[src/rtl/mult_seq_ctrl.sv]
// Sequential shift-and-add 4x4 multiplier controller: drives an external AND
// array once per multiplier bit and accumulates partial products into P.
module mult_seq_ctrl #(
  parameter int WIDTH = 4,
  parameter int CNT_W = 2
) (
  input  logic               clk,
  input  logic               rst_n,
  input  logic               start,
  input  logic [WIDTH-1:0]   A,
  input  logic [WIDTH-1:0]   B,
  output logic [WIDTH-1:0]   and_a,
  output logic [WIDTH-1:0]   and_b,
  input  logic [WIDTH-1:0]   and_y,
  output logic [2*WIDTH-1:0] P,
  output logic               busy,
  output logic               done
);

  typedef enum logic [1:0] {
    S_IDLE = 2'd0,
    S_RUN  = 2'd1,
    S_DONE = 2'd2
  } state_t;

  state_t               state_q;
  logic [WIDTH-1:0]     a_q;
  logic [WIDTH-1:0]     b_q;
  logic [2*WIDTH-1:0]   acc_q;
  logic [2*WIDTH-1:0]   p_q;
  logic [CNT_W-1:0]     cnt_q;
  logic                 busy_q;
  logic                 done_q;

  logic [2*WIDTH-1:0]   pp;
  logic [2*WIDTH-1:0]   acc_d;
  logic                 last_bit;

  always_comb begin
    and_a = '0;
    and_b = '0;
    if (state_q == S_RUN) begin
      and_a = a_q;
      and_b = {WIDTH{b_q[cnt_q]}};
    end
  end

  assign pp       = {{WIDTH{1'b0}}, and_y} << cnt_q;
  assign acc_d    = acc_q + pp;
  assign last_bit = (cnt_q == CNT_W'(WIDTH - 1));

  // P is loaded with acc_d (not acc_q) so the final partial product is
  // included at the same edge that enters DONE.
  always_ff @(posedge clk) begin
    if (!rst_n) begin
      state_q <= S_IDLE;
      a_q     <= '0;
      b_q     <= '0;
      acc_q   <= '0;
      cnt_q   <= '0;
      p_q     <= '0;
      busy_q  <= 1'b0;
      done_q  <= 1'b0;
    end else begin
      case (state_q)
        S_IDLE: begin
          done_q <= 1'b0;
          if (start) begin
            a_q     <= A;
            b_q     <= B;
            acc_q   <= '0;
            cnt_q   <= '0;
            busy_q  <= 1'b1;
            state_q <= S_RUN;
          end
        end
        S_RUN: begin
          acc_q <= acc_d;
          cnt_q <= cnt_q + CNT_W'(1);
          if (last_bit) begin
            p_q     <= acc_d;
            done_q  <= 1'b1;
            busy_q  <= 1'b0;
            state_q <= S_DONE;
          end
        end
        S_DONE: begin
          done_q  <= 1'b0;
          state_q <= S_IDLE;
        end
        default: begin
          busy_q  <= 1'b0;
          done_q  <= 1'b0;
          state_q <= S_IDLE;
        end
      endcase
    end
  end

  assign P    = p_q;
  assign busy = busy_q;
  assign done = done_q;

endmodule
[config.mk]
export PLATFORM = sky130hd
export DESIGN_NAME = mult_seq_ctrl
export DESIGN_NICKNAME = d
export VERILOG_FILES = /design/src/rtl/mult_seq_ctrl.sv
export SDC_FILE = /design/constraint.sdc
export NUM_CORES = 1
export LEC_CHECK = 0
export CORE_UTILIZATION = 45
export CTS_CLUSTER_DIAMETER = 120
export DETAILED_ROUTE_END_ITERATION = 8
export GPL_ROUTABILITY_DRIVEN = 0
export GPL_TIMING_DRIVEN = 0
export HOLD_SLACK_MARGIN = 0.05
export PLACE_DENSITY = 0.69
export SLEW_MARGIN = 20
export SYNTH_ARGS = -nofsm -noshare
export SYNTH_HDL_FRONTEND = slang
export SYNTH_SLANG_ARGS = --single-unit
[constraint.sdc]
create_clock -name clk -period 2.9 [get_ports clk]
set_input_delay 0.87 -clock clk [delete_from_list [all_inputs] [get_ports clk]]
set_output_delay 0.87 -clock clk [all_outputs]
set_load 0.005 [all_outputs]
* After elaboration in Yosys (flattened, before gate mapping) *
Index checks and enable logic that the tools add are counted.
Widths: inputs -> output; s select.

storage, ports and cells
  register bits after elaboration = 30
  latch bits = 0
  bits in writable memories = 0
  bits in read-only memories = 0
  input bits = 15
  output and inout port bits = 18
  word-level logic and storage cells = 40
  memories kept = 0

operators by class
  add/subtract/negate cells = 2
  multiply operators = 0
  divide/modulo/power cells = 0
  $lt $le $gt $ge = 1
  equal/unequal tests = 5
  shift operators = 1
  multiplexer cells = 14
  bitwise logic cells = 1
  reduce and logical (&&, ||, !) cells = 8

operator list
  kind                 number
  $pmux 8 s2           1
  $reduce_and 2->1     5
  $add 8x8->8          1
  $mux 4               2
  $mux 8               1
  $pmux 2 s2           2
  $shl 4x2->8          1
  $mux 2               3
  $eq 2x2->1 const B   2
  $ne 2x2->1 const B   2
  $lt 2x3->1 const B   1
  $mux 1               3
  $pmux 1 s3           1
  $reduce_and 3->1     1
  $add 2x1->2 const B  1
  $bmux 1 s2           1
  $eq 2x1->1 const B   1
  $logic_not 2->1      1
  $reduce_bool 2->1    1
  $not 1->1            1

* Longest topological paths before layout *
  depth after elaboration = 3
  depth in mapped cells = 9
  depth with buffers taken out = 8

* Worst setup path before layout *
Ideal clock, no wire load.

  path type = in2reg
  start point = input and_y[1]
  end point = register p_q[7], in the netlist P[7]
  setup time = 0.095 ns
  arrival time = 2.422 ns
  required time = 2.805 ns
  slack = 0.383 ns
  cell stages on the path = 8
  path buffers = 0
  cell sequence = mux2_2 nand2_1 o21ai_0 ha_1 a21oi_1 o21ai_0 or4_1 o311ai_1

on the way
  longest elaborated chain between the ends = 2

RTL lines
  item                  line  source
  start, declared       14    input logic [WIDTH-1:0] and_y,
  $shl 4x2->8           48    assign pp = {{WIDTH{1'b0}}, and_y} << cnt_q;
  $add 8x8->8           49    assign acc_d = acc_q + pp;
  end signal, assigned  61    p_q <= '0;
  end signal, assigned  81    p_q <= acc_d;
  end, declared         30    logic [2*WIDTH-1:0] p_q;

Every way passes these cells.
A chain may end at the register's enable or synchronous reset.

* Final worst setup path *
  start point = register cnt_q[0]
  end point = output and_b[3]

on the way
  longest elaborated chain between the ends = 3

RTL lines
  item                          line  source
  start, declared               31    logic [CNT_W-1:0] cnt_q;
  start signal, assigned        79    cnt_q <= cnt_q + CNT_W'(1);
  $bmux 1 s2                    44    and_b = {WIDTH{b_q[cnt_q]}};
  $mux 1 (not written as such)  44
  $mux 4                        42    if (state_q == S_RUN) begin
  end, declared                 13    output logic [WIDTH-1:0] and_b,

Every way passes these cells. The select of a mux whose other input is x is not followed.

==> flow_results.xml <==
<?xml version="1.0" encoding="UTF-8"?>
<metrics>
  <group name="floorplan">
    <metric name="die_area" unit="um^2">4040</metric>
    <metric name="ioPinCount" unit="">33</metric>
    <metric name="floorplan.initialDensity" unit="%">46.58</metric>
    <metric name="core" unit="um^2">3661</metric>
    <metric name="die_w" unit="um">63.56</metric>
    <metric name="num_rows" unit="">22</metric>
    <metric name="dieHeight" unit="um">63.56</metric>
  </group>
  <group name="critical_path">
    <metric name="worst_ep_required_time" unit="ns">2.03</metric>
    <metric name="critPathBufInv" unit="">2</metric>
    <metric name="worstPathMaxFanout" unit="">5</metric>
    <metric name="critical_path_arrival" unit="ns">1.96</metric>
    <metric name="timing.critical_path.slowest_cell_delay" unit="ns">0.51</metric>
    <metric name="crit_slowest_cell" unit="">sky130_fd_sc_hd__mux4_2</metric>
    <metric name="reg2reg_depth" unit="">9</metric>
    <metric name="endpoint_class_of_the_critical_path" unit="">primary output</metric>
    <metric name="cp_top_family" unit="">buffers and inverters</metric>
    <metric name="timing.setup.critical_path_class" unit="">reg -&gt; out</metric>
    <metric name="critical_path_cell_count" unit="">4</metric>
    <metric name="start_kind" unit="">register</metric>
    <metric name="cp_cell_sequence" unit="">mux4_2 -&gt; and2_1 -&gt; buf_4 -&gt; clkdlybuf4s50_1</metric>
    <metric name="rrSetupSlack" unit="ns">0.47</metric>
  </group>
  <group name="timing">
    <metric name="final.min_clock_period" unit="ns">2.826</metric>
    <metric name="final-hold-violation-count" unit="">0</metric>
    <metric name="post-route-period-util" unit="%">97.44</metric>
    <metric name="report.final.setup_viol" unit="">0</metric>
    <metric name="least_margin_pin_slew" unit="ns">0.5355</metric>
    <metric name="worst_hold_slack" unit="ns">0.4655</metric>
    <metric name="timing.slew.headroom" unit="%">64.30</metric>
    <metric name="max_freq" unit="MHz">353.9</metric>
    <metric name="finClkSkew" unit="ns">0.005746</metric>
    <metric name="slew_violations" unit="">0</metric>
    <metric name="grt_setup_unrepaired" unit="">yes</metric>
  </group>
  <group name="global_route">
    <metric name="tot_gr_track_use" unit="%">22.08</metric>
    <metric name="antenna_found_initial" unit="">0</metric>
    <metric name="grt_pass1_vias" unit="">1462</metric>
    <metric name="overflow" unit="">0</metric>
    <metric name="grt_max_degree" unit="">11</metric>
    <metric name="wire_length_of_the_first_global_routing_pass" unit="um">6610</metric>
  </group>
  <group name="place">
    <metric name="post-place-cells" unit="">271</metric>
    <metric name="place.port_buffers" unit="">31</metric>
    <metric name="post-dp-hpwl" unit="um">2892</metric>
  </group>
  <group name="detailed_routing">
    <metric name="drt_first_pass_iters" unit="">4</metric>
    <metric name="finalWirelength" unit="um">4005</metric>
    <metric name="ant_nets" unit="">0</metric>
    <metric name="drt-initial-drc-count" unit="">82</metric>
    <metric name="final_routed_drc_violation_total" unit="">0</metric>
    <metric name="num_vias" unit="">1473</metric>
    <metric name="drt-vias-per-instance" unit="">5.242</metric>
    <metric name="detail_route.wl_per_cell" unit="um">14.25</metric>
  </group>
  <group name="logic_synthesis">
    <metric name="post_syn_nets" unit="">216</metric>
    <metric name="synth-main-ff-cell" unit="">sky130_fd_sc_hd__dfxtp_1</metric>
    <metric name="synth_cell_types" unit="">42</metric>
    <metric name="synthArstFlopShare" unit="%">0</metric>
    <metric name="syn-mean-instance-area" unit="um^2">8.882</metric>
    <metric name="synth_seq_area_share" unit="%">35.22</metric>
    <metric name="synth-seq-cells" unit="">30</metric>
    <metric name="synth-edff-count" unit="">0</metric>
    <metric name="number_of_warning_messages_in_the_yosys_log" unit="">0</metric>
    <metric name="synthesis.instances" unit="">192</metric>
    <metric name="syn-cell-area" unit="um^2">1705</metric>
  </group>
  <group name="final_layout">
    <metric name="insertedDiodeCount" unit="">0</metric>
    <metric name="fillers" unit="">339</metric>
    <metric name="layout.cells.most_common_list" unit="">29 x sky130_fd_sc_hd__dfxtp_1, 29 x sky130_fd_sc_hd__clkdlybuf4s50_1, 19 x sky130_fd_sc_hd__nand2_1, 13 x sky130_fd_sc_hd__mux2i_1, 13 x sky130_fd_sc_hd__nor2b_1</metric>
    <metric name="layout.area.seq" unit="um^2">601.8</metric>
    <metric name="final_layout_size_suffix_gt1_share" unit="%">16.31</metric>
    <metric name="post_layout_nonfiller_instances" unit="">281</metric>
    <metric name="layout-area-overhead-vs-synth" unit="%">32.72</metric>
    <metric name="nNetsFinal" unit="">256</metric>
    <metric name="multi_input_combinational_cell_area" unit="um^2">1079</metric>
  </group>
  <group name="pwr">
    <metric name="vdd.ir_drop.worst" unit="mV">0.3583</metric>
    <metric name="power.switching_fraction" unit="%">26.75</metric>
    <metric name="power.sequential.fraction" unit="%">45.4</metric>
    <metric name="powerDensity" unit="nW/um^2">426.3</metric>
    <metric name="static_leakage" unit="uW">0.0008801</metric>
    <metric name="comb_power_share" unit="%">18.1</metric>
    <metric name="power_frac_clock" unit="%">36.5</metric>
    <metric name="netSwitchingPower" unit="uW">258.2</metric>
    <metric name="internal_power" unit="uW">706.8</metric>
  </group>
  <group name="clock_network">
    <metric name="ctsHtreeMaxLevel" unit="">2</metric>
    <metric name="cts_tree" unit="">yes</metric>
    <metric name="cts_hold_buf" unit="">0</metric>
    <metric name="cts_num_sinks" unit="">30</metric>
    <metric name="clk_path_buf_depth" unit="">2</metric>
    <metric name="clock_latency" unit="ns">0.29</metric>
    <metric name="clk_pin_slew_worst_paths" unit="ns">0.06</metric>
    <metric name="clockRootBuffer" unit="">sky130_fd_sc_hd__clkbuf_8</metric>
    <metric name="cts_inserted_buffers" unit="">5</metric>
  </group>
  <group name="worst_hold_path">
    <metric name="worst_hold_path_type" unit="">reg -&gt; reg</metric>
    <metric name="worst_hold_path.num_cells" unit="">2</metric>
  </group>
  <group name="run">
    <metric name="count_of_max_cap_constraint_violations" unit="">0</metric>
  </group>
  <group name="status">
    <metric name="run_status" unit="">completed</metric>
  </group>
</metrics>
==> stage by stage <==
stage	worst slack [ns]	TNS, ns	total power [uW]	area, um^2	utilization (%)
floorplan	0.3827	0	551.2	1705	-
CTS	0.008654	0	967.7	2206	60.25
global placement	-0.4140	-1.389	602.3	2076	56.70
finish	0.07425	0	965.0	2263	61.82
global route	-0.07049	-0.07339	1013	2263	61.82
detailed placement	-0.4529	-2.009	606.0	2076	56.70
==> Yosys cell counts (2+ instances only) <==
| cell type | number | area, um^2 |
|---|---|---|
| sky130_fd_sc_hd__dfxtp_1 | 30 | 600.6 |
| sky130_fd_sc_hd__nand2_1 | 19 | 71.32 |
| sky130_fd_sc_hd__nor2b_1 | 14 | 87.58 |
| sky130_fd_sc_hd__mux2i_1 | 13 | 130.1 |
| sky130_fd_sc_hd__o21ai_0 | 10 | 50.05 |
| sky130_fd_sc_hd__and2_1 | 9 | 56.30 |
| sky130_fd_sc_hd__ha_1 | 8 | 100.1 |
| sky130_fd_sc_hd__inv_1 | 8 | 30.03 |
| sky130_fd_sc_hd__clkbuf_1 | 7 | 26.28 |
| sky130_fd_sc_hd__nand3_1 | 7 | 35.03 |
| sky130_fd_sc_hd__a21boi_0 | 6 | 45.04 |
| sky130_fd_sc_hd__a21oi_1 | 6 | 30.03 |
| sky130_fd_sc_hd__nand2b_1 | 6 | 37.54 |
| sky130_fd_sc_hd__nor2_1 | 5 | 18.77 |
| sky130_fd_sc_hd__a22oi_1 | 3 | 22.52 |
| sky130_fd_sc_hd__buf_4 | 3 | 22.52 |
| sky130_fd_sc_hd__nand3b_1 | 3 | 22.52 |
| sky130_fd_sc_hd__nor3b_1 | 3 | 22.52 |
| sky130_fd_sc_hd__or2_2 | 3 | 18.77 |
| sky130_fd_sc_hd__a21o_1 | 2 | 15.01 |
| sky130_fd_sc_hd__buf_2 | 2 | 10.01 |
| sky130_fd_sc_hd__o2111ai_1 | 2 | 17.52 |
| sky130_fd_sc_hd__o211ai_1 | 2 | 15.01 |
| sky130_fd_sc_hd__o311ai_0 | 2 | 17.52 |
| sky130_fd_sc_hd__o31ai_1 | 2 | 15.01 |
==> power by group through the flow <==
stage                     Sequential, uW  Clock [uW]  Combinational [uW]
final                                438         352                 175
after global routing                 440         381                 192
after CTS                            438         363                 167
after detailed placement             447           0                 159
after global placement               446           0                 156
after floorplan                      444           0                 107
==> layout make-up <==
class                           instances  share of cell area [%]
Inverter                                8                   1.327
Timing Repair Buffer                   33                   14.59
Tap cell                               48                   2.653
Clock inverter                          2                  0.5528
Multi-Input combinational cell        142                   47.65
Sequential cell                        30                   26.59
Clock buffer                            6                   3.648
Buffer                                 12                   2.985
==> worst paths after layout <==
kind	start	to
worst min register to register	P[4]$_SDFFE_PN0P_	P[4]$_SDFFE_PN0P_
worst max-delay path	cnt_q[0]$_SDFFE_PN0P_	and_b[3]
worst min-delay path	P[4]$_SDFFE_PN0P_	P[4]$_SDFFE_PN0P_
worst max register to register	cnt_q[1]$_SDFFE_PN0P_	P[7]$_SDFFE_PN0P_
==> sequential cells by signal, indices dropped and copies added (netlist names) <==
name,flops
done,1
P,8
state_q,2
acc_q,8
busy,1
a_q,4
b_q,4
cnt_q,2
==> metal layers <==
layer,up-vias,wire length (um),track usage (%)
met5,-,0,0
met4,0,73,11.93
met3,5,171,5.616
met2,29,1982,35.90
met1,687,1777,26.36
li1,752,-,-
==> worst min-delay path: stages, from the launching register on <==
cell and delay (ns):
sky130_fd_sc_hd__dfxtp_1 0.31, sky130_fd_sc_hd__nand2_1 0.05, sky130_fd_sc_hd__a21boi_0 0.06
==> cell families after synthesis <==
logic type               count (synthesis)  synth area share [%]
XOR/XNOR                                 1                0.5137
flip-flops                              30                 35.22
adder cells (fa/ha/maj)                  9                 7.044
AO/OA/AOI/OAI                           42                 17.75
buffers and inverters                   20                 5.209
multiplexers                            15                 9.611
AND/OR/NAND/NOR                         75                 24.65
==> what timing repair did <==
item | 4_1_cts | 5_1_grt
endpoints found under the hold margin | 0 | 0
resized for setup | 10 | 15
setup endpoints to repair | 7 | 7
setup buffers | 0 | 2
pin swaps | 1 | 3
Note: power is estimated with default switching activity, not from simulation.
